[config.mk]
export PLATFORM = sky130hd
export DESIGN_NAME = simd_lsu
export DESIGN_NICKNAME = d
export VERILOG_FILES = /design/src/rtl/simd_lsu.sv
export SDC_FILE = /design/constraint.sdc
export NUM_CORES = 1
export LEC_CHECK = 0
export ABC_CLOCK_PERIOD_IN_PS = 3700
export CELL_PAD_IN_SITES_DETAIL_PLACEMENT = 0
export CELL_PAD_IN_SITES_GLOBAL_PLACEMENT = 1
export CORE_MARGIN = 1
export CORE_UTILIZATION = 37
export CTS_CLUSTER_DIAMETER = 50
export CTS_CLUSTER_SIZE = 20
export DETAILED_ROUTE_END_ITERATION = 12
export PLACE_DENSITY = 0.87
export SYNTH_ARGS = -nofsm -noshare
export SYNTH_HDL_FRONTEND = slang
export SYNTH_SLANG_ARGS = --single-unit
[constraint.sdc]
create_clock -name clk -period 3.7 [get_ports clk]
set_clock_uncertainty 0.1 [all_clocks]
set_input_delay 0.555 -clock clk [delete_from_list [all_inputs] [get_ports clk]]
set_output_delay 0.555 -clock clk [all_outputs]
set_load 0.005 [all_outputs]
[src/rtl/simd_lsu.sv]
// Load/store sequencer between the SIMD execute stage and the SRAM data port.
// Splits 128-bit vector accesses into four word beats and handles scalar byte/half/word alignment.
module simd_lsu (
    input  logic         clk,
    input  logic         resetn,
    input  logic         req_valid,
    output logic         req_ready,
    input  logic         req_write,
    input  logic         req_vec,
    input  logic [1:0]   req_size,
    input  logic         req_signed,
    input  logic [31:0]  req_addr,
    input  logic [127:0] req_wdata,
    output logic         resp_valid,
    output logic         resp_err,
    output logic [127:0] resp_rdata,
    output logic [31:0]  dmem_addr,
    output logic [31:0]  dmem_wdata,
    output logic [3:0]   dmem_wmask,
    output logic         dmem_write,
    output logic         dmem_valid,
    input  logic [31:0]  dmem_rdata,
    input  logic         dmem_resp_valid
);

    typedef enum logic [1:0] {IDLE, ISSUE, DRAIN, DONE} state_t;

    state_t         state;
    logic [31:0]    addr_q;
    logic [127:0]   wdata_q;
    logic [1:0]     size_q;
    logic           sgn_q;
    logic           write_q;
    logic           vec_q;
    logic [1:0]     beat;
    logic [2:0]     rsp_cnt;

    logic           bad;
    logic [1:0]     next_beat;
    logic [31:0]    next_addr;
    logic           is_last;
    logic           capture;
    logic           final_rsp;
    logic [31:0]    load_word;

    function automatic logic [31:0] beat_wdata(input logic vec, input logic [1:0] size,
                                               input logic [127:0] wd, input logic [1:0] idx);
        logic [31:0] w;
        if (vec) begin
            w = wd[{idx, 5'd0} +: 32];
        end else begin
            case (size)
                2'd0:    w = {4{wd[7:0]}};
                2'd1:    w = {2{wd[15:0]}};
                default: w = wd[31:0];
            endcase
        end
        return w;
    endfunction

    function automatic logic [3:0] beat_wmask(input logic write, input logic vec,
                                              input logic [1:0] size, input logic [1:0] lo);
        logic [3:0] m;
        if (!write) begin
            m = 4'h0;
        end else if (vec) begin
            m = 4'hF;
        end else begin
            case (size)
                2'd0:    m = 4'b0001 << lo;
                2'd1:    m = 4'b0011 << lo;
                default: m = 4'hF;
            endcase
        end
        return m;
    endfunction

    // Scalar load data sits at the byte lane selected by the low address bits.
    function automatic logic [31:0] load_extract(input logic [1:0] size, input logic sgn,
                                                 input logic [1:0] lo, input logic [31:0] rd);
        logic [31:0] s;
        logic [31:0] ext;
        s = rd >> {lo, 3'b000};
        case (size)
            2'd0:    ext = sgn ? {{24{s[7]}}, s[7:0]} : {24'd0, s[7:0]};
            2'd1:    ext = sgn ? {{16{s[15]}}, s[15:0]} : {16'd0, s[15:0]};
            default: ext = s;
        endcase
        return ext;
    endfunction

    always_comb begin
        bad = 1'b0;
        if (req_vec) begin
            bad = (req_addr[3:0] != 4'd0);
        end else begin
            case (req_size)
                2'd0:    bad = 1'b0;
                2'd1:    bad = req_addr[0];
                2'd2:    bad = (req_addr[1:0] != 2'd0);
                default: bad = 1'b1;
            endcase
        end
    end

    assign next_beat = beat + 2'd1;
    assign next_addr = addr_q + {28'd0, next_beat, 2'b00};
    assign is_last   = (beat == (vec_q ? 2'd3 : 2'd0));
    // Read responses trail the beats by one cycle, so they are collected in ISSUE as well as DRAIN.
    assign capture   = dmem_resp_valid && !write_q && (state == ISSUE || state == DRAIN);
    assign final_rsp = capture && (rsp_cnt == (vec_q ? 3'd3 : 3'd0));
    assign load_word = vec_q ? dmem_rdata : load_extract(size_q, sgn_q, addr_q[1:0], dmem_rdata);

    always_ff @(posedge clk) begin
        if (!resetn) begin
            state      <= IDLE;
            req_ready  <= 1'b1;
            resp_valid <= 1'b0;
            resp_err   <= 1'b0;
            resp_rdata <= '0;
            dmem_addr  <= '0;
            dmem_wdata <= '0;
            dmem_wmask <= '0;
            dmem_write <= 1'b0;
            dmem_valid <= 1'b0;
            addr_q     <= '0;
            wdata_q    <= '0;
            size_q     <= '0;
            sgn_q      <= 1'b0;
            write_q    <= 1'b0;
            vec_q      <= 1'b0;
            beat       <= '0;
            rsp_cnt    <= '0;
        end else begin
            resp_valid <= 1'b0;
            resp_err   <= 1'b0;
            if (capture) begin
                resp_rdata[{rsp_cnt[1:0], 5'd0} +: 32] <= load_word;
                rsp_cnt <= rsp_cnt + 3'd1;
            end
            case (state)
                IDLE: begin
                    if (req_valid && req_ready) begin
                        addr_q     <= req_addr;
                        wdata_q    <= req_wdata;
                        size_q     <= req_size;
                        sgn_q      <= req_signed;
                        write_q    <= req_write;
                        vec_q      <= req_vec;
                        beat       <= 2'd0;
                        rsp_cnt    <= 3'd0;
                        resp_rdata <= '0;
                        req_ready  <= 1'b0;
                        if (bad) begin
                            state      <= DONE;
                            resp_valid <= 1'b1;
                            resp_err   <= 1'b1;
                        end else begin
                            state      <= ISSUE;
                            dmem_valid <= 1'b1;
                            dmem_write <= req_write;
                            dmem_addr  <= req_addr;
                            dmem_wdata <= beat_wdata(req_vec, req_size, req_wdata, 2'd0);
                            dmem_wmask <= beat_wmask(req_write, req_vec, req_size, req_addr[1:0]);
                        end
                    end
                end
                ISSUE: begin
                    if (is_last) begin
                        dmem_valid <= 1'b0;
                        dmem_write <= 1'b0;
                        dmem_wmask <= 4'h0;
                        if (write_q) begin
                            state      <= DONE;
                            resp_valid <= 1'b1;
                        end else begin
                            state <= DRAIN;
                        end
                    end else begin
                        beat       <= next_beat;
                        dmem_addr  <= next_addr;
                        dmem_wdata <= beat_wdata(vec_q, size_q, wdata_q, next_beat);
                        dmem_wmask <= beat_wmask(write_q, vec_q, size_q, next_addr[1:0]);
                    end
                end
                DRAIN: begin
                    if (final_rsp) begin
                        state      <= DONE;
                        resp_valid <= 1'b1;
                    end
                end
                DONE: begin
                    state     <= IDLE;
                    req_ready <= 1'b1;
                end
                default: state <= IDLE;
            endcase
        end
    end

endmodule

=== Yosys cells after proc, flatten, opt, wreduce, memory -nomap -nowiden ===
Index checks and enable logic that the tools add are counted.

* Bits in registers: 373
* Word-level logic and storage cells: 125

* Eq/ne operators: 13
* Shift operators: 8
* Add/subtract/negate cells: 4
* Reductions and logical operators: 21
* Mux-type cells: 61

{| class="wikitable"
|+ Operator list
! operator !! number
|-
| two-way mux 128 bit || 3
|-
| two-way mux 32 bit || 11
|-
| case mux 32 bit (2 select lines) || 5
|-
| bitwise mux 128 bit || 1
|-
| variable shift 32 x 9 -> 128 bit, first input constant || 1
|-
| variable part select 128 x 8 -> 32 bit || 1
|-
| variable part select 32 x 9 -> 128 bit || 1
|-
| adder 32 x 4 -> 32 bit || 1
|-
| >> shifter 32 x 5 -> 32 bit || 1
|-
| two-way mux 4 bit || 7
|-
| case mux 4 bit (2 select lines) || 3
|-
| two-way mux 2 bit || 8
|-
| two-way mux 1 bit || 13
|-
| != test 2 bit, second input constant || 5
|-
| two-way mux 3 bit || 3
|-
| negator 7 -> 9 bit || 1
|-
| AND reduction 3 bit || 3
|-
| case mux 2 bit (4 select lines) || 1
|-
| AND reduction 4 bit || 2
|-
| << shifter 1 x 2 -> 4 bit, first input constant || 2
|-
| << shifter 2 x 2 -> 4 bit, first input constant || 2
|-
| equality test 2 x 1 -> 1 bit, second input constant || 3
|-
| equality test 2 bit, second input constant || 3
|-
| zero test 2 bit || 3
|-
| other kinds (13) || 23
|}

=== Logic depth before layout (Yosys ltp) ===
* Depth in word-level cells: 9
* Depth in mapped cells: 12
* Gate-level depth less buffers: 8

=== Worst setup path after synthesis ===
OpenSTA, ideal clock, no wires.

* Path kind: flip-flop to flip-flop
* Start point: reg beat[1]
* End point: reg dmem_addr[22]
* Setup time: 0.117 ns
* Setup slack: 0.686 ns
* Path buffers: 3
* Period minus slack after synthesis: 3.014 ns
* Stages on the path, launching flop included: 11
* Arrival: 2.797 ns
* Data required time: 3.483 ns
* Cell sequence: dfxtp_1 > buf_2 > buf_1 > clkbuf_1 > xor2_1 > fa_1 > nand3_1 > nor4_2 > and3_1 > o21ai_1 > a32o_1

* Longest elaborated chain between the ends: 4
* Elaborated cells on any way between the ends: 7

{| class="wikitable"
|+ RTL lines
! what !! RTL line !! text
|-
| start: declaration || 35 || <nowiki>logic [1:0] beat;</nowiki>
|-
| start signal: assignment || 180 || <nowiki>beat <= next_beat;</nowiki>
|-
| adder 2 x 1 -> 2 bit || 106 || <nowiki>assign next_beat = beat + 2'd1;</nowiki>
|-
| adder 32 x 4 -> 32 bit || 107 || <nowiki>assign next_addr = addr_q + {28'd0, next_beat, 2'b00};</nowiki>
|-
| two-way mux 32 bit || 169 || <nowiki>if (is_last) begin</nowiki>
|-
| case mux 32 bit (2 select lines) || 141 || <nowiki>case (state)</nowiki>
|-
| end signal: assignment || 162 || <nowiki>dmem_addr <= req_addr;</nowiki>
|-
| end signal: assignment || 181 || <nowiki>dmem_addr <= next_addr;</nowiki>
|-
| end: declaration || 17 || <nowiki>output logic [31:0] dmem_addr,</nowiki>
|}

Parallel ways exist; a longest one is shown, timed or not. The select of a mux whose other input is x is not followed.
A chain may end at the register's enable or synchronous reset.

=== Worst setup path after layout ===
* Start point: reg state[0]
* End point: reg resp_rdata[88]

* Longest elaborated chain between the ends: 6
* Elaborated cells on any way between the ends: 8

{| class="wikitable"
|+ RTL lines
! what !! RTL line !! text
|-
| start: declaration || 28 || <nowiki>state_t state;</nowiki>
|-
| start signal: assignment || 116 || <nowiki>state <= IDLE;</nowiki>
|-
| start signal: assignment || 155 || <nowiki>state <= DONE;</nowiki>
|-
| start signal: assignment || 159 || <nowiki>state <= ISSUE;</nowiki>
|-
| equality test 2 x 1 -> 1 bit / equality test 2 bit (equally long branches) || 110 || <nowiki>assign capture = dmem_resp_valid && !write_q && (state == ISSUE || state == DRAIN);</nowiki>
|-
| logical OR 1 bit || 110 ||
|-
| logical AND 1 bit || 110 ||
|-
| two-way mux 128 bit || 137 || <nowiki>if (capture) begin</nowiki>
|-
| two-way mux 128 bit || 143 || <nowiki>if (req_valid && req_ready) begin</nowiki>
|-
| two-way mux 128 bit * || 141 ||
|-
| end signal: indexed assignment || 138 || <nowiki>resp_rdata[{rsp_cnt[1:0], 5'd0} +: 32] <= load_word;</nowiki>
|-
| end: declaration || 16 || <nowiki>output logic [127:0] resp_rdata,</nowiki>
|}

Every way passes the cells marked *; elsewhere a longest branch is shown, timed or not.

==> flow_metrics.tcl <==
set metrics [dict create \
    via_per_inst 5.54 \
    r2r-start "state[0]" \
    cts_tree "yes" \
    arrival_ns 3.36 \
    ctsHtreeMaxLevel 2 \
    numCtsBuffers 37 \
    finalSetupTns_ns 0 \
    synthArstFlopShare_pct 0 \
    synth_edf_count 0 \
    cts_setup_buffers 0 \
    seq_area_frac_synth_pct 44.6 \
    drive_above_1_share_pct 8.52 \
    area_delta_synth_final_pct 34.7 \
    synth_cell_type_count 73 \
    synth_mux_area_share_pct 9.00 \
    fin_crit_sh_pct 80.2 \
    synth-simple-area-share_pct 17.8 \
    synth.cell_area_mm2 0.0167 \
    worstSetupEndpointType "flop" \
    dieArea_mm2 0.0461 \
    grtUsageTotal_pct 25.4 \
    die_width_um 215 \
    synthXorXnorAreaFrac_pct 1.20 \
    cts.sinks 373 \
    io_pins 402 \
    worstSetupPathType "flop to flop" \
    dr.pass1.iters 5 \
    rsz0062_at_grt "no" \
    min_to "req_ready" \
    slew_headroom_pct 24.2 \
    cp.required_ns 4.09 \
    fmax_mhz 337 \
    rows 77 \
    core_mm2 0.0444 \
    synthAdderAreaFrac_pct 1.02 \
    syn_inst 1963 \
    synthFlopType "dfxtp_1" \
    crit_fanout 15 \
    finalPower_w 0.0136 \
    r2r-end "resp_rdata[88]" \
    portBuffers 401 \
    power.density_mw_per_mm2 606 \
    critPathLaunchType "flop" \
    drt_wl_total_um 60100 \
    cts-resized-gates 0 \
    min-delay-start "resetn" \
    synth_seq_cells 373 \
    drtAntennaViolNets 0 \
    fin_crit_ns 2.97 \
    reg2reg_slack_ns 0.73 \
    gp_congestion 0.948 \
    vias 16086 \
    hold_viol_final 0 \
    drc_errors 0 \
    clock_latency_ns 0.56 \
    die_y_um 215 \
    antenna_found_initial 2 \
    hold_class "input pin to flop" \
    synth_compound_area_share_pct 21.8 \
    hold_depth 2 \
    r2r_cells 9 \
    grt_max_degree 169 \
    grt_first_pass_wirelength_um 90900 \
    ir_drop_mv 0.501 \
    clockBufferDepth 3 \
    nNetsFinal 2498 \
    synth_warnings 0 \
    report.final.slew_viol_count 0 \
    holdBufCountCts 0 \
    synth_top_family_by_area "compound AO/OA/AOI/OAI gates" \
    p_leak_nw 7.92 \
    worst_slew_pin_slew_ns 1.13 \
    maxCapViolCount 0 \
    start_util_pct 37.7 \
    place_hpwl_um 43200 \
    overflow 0 \
    status "finished clean" \
    drt_iter0_drc 1204 \
    clockRootBuffer "clkbuf_16" \
    detail_route.wl_per_cell_um 20.7 \
    cts.clk_slew.worst_paths_ns 0.07 \
    dp.cells 2837 \
    grt_pass1_vias 15283 \
    setup_viol 0 \
    synth_nets 2177 \
    instances_no_fill 2905 \
    synth_area_per_cell_um2 8.52 \
]
[Yosys cell counts (4+ instances only)]
cell       instances  area share [%]
o211ai_1           6            0.27
nand2_1          434             9.7
nor2b_1           20            0.75
mux4_2            25             3.4
xnor2_1           14            0.73
and3_1            13            0.49
and2_1             5            0.19
nor2_1            92             2.1
o2bb2ai_1         11            0.58
a211oi_1          32             1.4
buf_2             33            0.99
nand3_1           43             1.3
nor4_1             5            0.19
o21ai_0           77             2.3
a2bb2oi_1          8            0.42
dfxtp_1          373              45
a21oi_1          226             6.8
a211o_1            5            0.26
buf_1             15            0.34
nand4_1           18            0.67
o22ai_1           22            0.82
and4_1             6            0.31
a22o_1            72             3.8
a31oi_1            4            0.15
xor2_1             9            0.47
o22a_1             9            0.47
inv_1             19            0.43
o21ai_1           21            0.63
mux2i_1           57             3.4
buf_6              5            0.34
clkbuf_1         106             2.4
nand2b_1          11            0.41
a221oi_1           7            0.37
mux2_2            33             2.2
ha_1              12            0.90
a21boi_0           6            0.27
a22oi_1           36             1.6
nor3_1            17            0.51
[kinds of logic (layout without fill, tap and decap cells)]
family                   count (synthesis)  count (layout)
adder cells (fa/ha/maj)                 13              13
multiplexers                           115             115
buffers and inverters                  181             530
other                                    0               1
flip-flops                             373             373
XOR/XNOR                                23              23
AO/OA/AOI/OAI                          571             571
AND/OR/NAND/NOR                        687             687
[sequential cells by signal, summed over array words and instances (netlist names)]
| signal | cells |
|---|---|
| dmem_valid | 1 |
| addr_q | 32 |
| dmem_wmask | 4 |
| dmem_write | 1 |
| sgn_q | 1 |
| size_q | 2 |
| req_ready | 1 |
| resp_err | 1 |
| resp_valid | 1 |
| write_q | 1 |
| dmem_addr | 32 |
| vec_q | 1 |
| resp_rdata | 128 |
| wdata_q | 128 |
| state | 2 |
| rsp_cnt | 3 |
| beat | 2 |
| dmem_wdata | 32 |
[worst max-delay path: stages, from the launching register on]
cell	delay, ns
dfxtp_1	0.43
inv_1	0.11
ha_1	0.30
and3b_1	0.22
buf_4	0.21
nand2_1	0.25
nor4b_2	0.31
buf_4	0.22
and2b_1	0.50
a22o_1	0.23
[layout make-up]
| class | instances | area [um2] |
|---|---|---|
| Antenna cell | 1 | 2.50 |
| Fill cell | 4119 | 21900 |
| Inverter | 21 | 83.8 |
| Multi-Input combinational cell | 1409 | 8560 |
| Timing Repair Buffer | 442 | 4350 |
| Clock inverter | 27 | 357 |
| Tap cell | 592 | 741 |
| Clock buffer | 40 | 958 |
| Sequential cell | 373 | 7470 |
[cell usage in the layout, fill, tap and decap left out, types with 20 or more instances in the layout]
master,netlist,layout
nand3_1,43,41
nor2_1,92,91
clkdlybuf4s50_1,0,400
mux4_2,25,25
mux2_2,33,33
dfxtp_1,373,370
buf_4,1,38
a22oi_1,36,36
a22o_1,72,72
mux2i_1,57,57
clkbuf_16,0,38
a211oi_1,32,32
o21ai_0,77,77
a21oi_1,226,224
nand2_1,434,434
o22ai_1,22,22
o21ai_1,21,21
nor2b_1,20,20
[how the worst max path moves through the flow]
stage / from / to / slack (ns) / cells past startpoint
floorplan: beat[1] / dmem_addr[22] / 0.69 / 10
global placement: req_addr[1] / dmem_addr[17] / 0.69 / 6
detailed placement: req_addr[1] / dmem_addr[17] / 0.59 / 6
CTS: state[0] / resp_rdata[88] / 0.76 / 9
global route: state[0] / resp_rdata[95] / 0.54 / 9
finish: state[0] / resp_rdata[88] / 0.73 / 9
[metrics by stage]
step	area, um2	hold slack, ns	utilization, %	worst slack (ns)
floorplan	16700	0.333	-	0.686
global placement	21200	0.337	47.8	0.688
detailed placement	21200	0.343	47.8	0.593
CTS	22500	0.241	50.7	0.759
global route	22500	0.275	50.7	0.535
finish	22500	0.274	50.7	0.734
[power by group]
| group | internal, W | total (W) | switching [W] |
|---|---|---|---|
| Sequential | 0.00459 | 0.00509 | 0.000501 |
| Clock | 0.00215 | 0.00404 | 0.00189 |
| Combinational | 0.00179 | 0.00451 | 0.00271 |
[per-layer routing]
metal | global-route usage (%) | up-vias | routed length (um)
met5 | 0 | - | 12
met4 | 11.6 | 2 | 2580
met3 | 5.63 | 139 | 4940
met2 | 42.2 | 735 | 28100
met1 | 31.3 | 7601 | 24400
li1 | - | 7609 | -
Power figures use the tool's default switching activity.
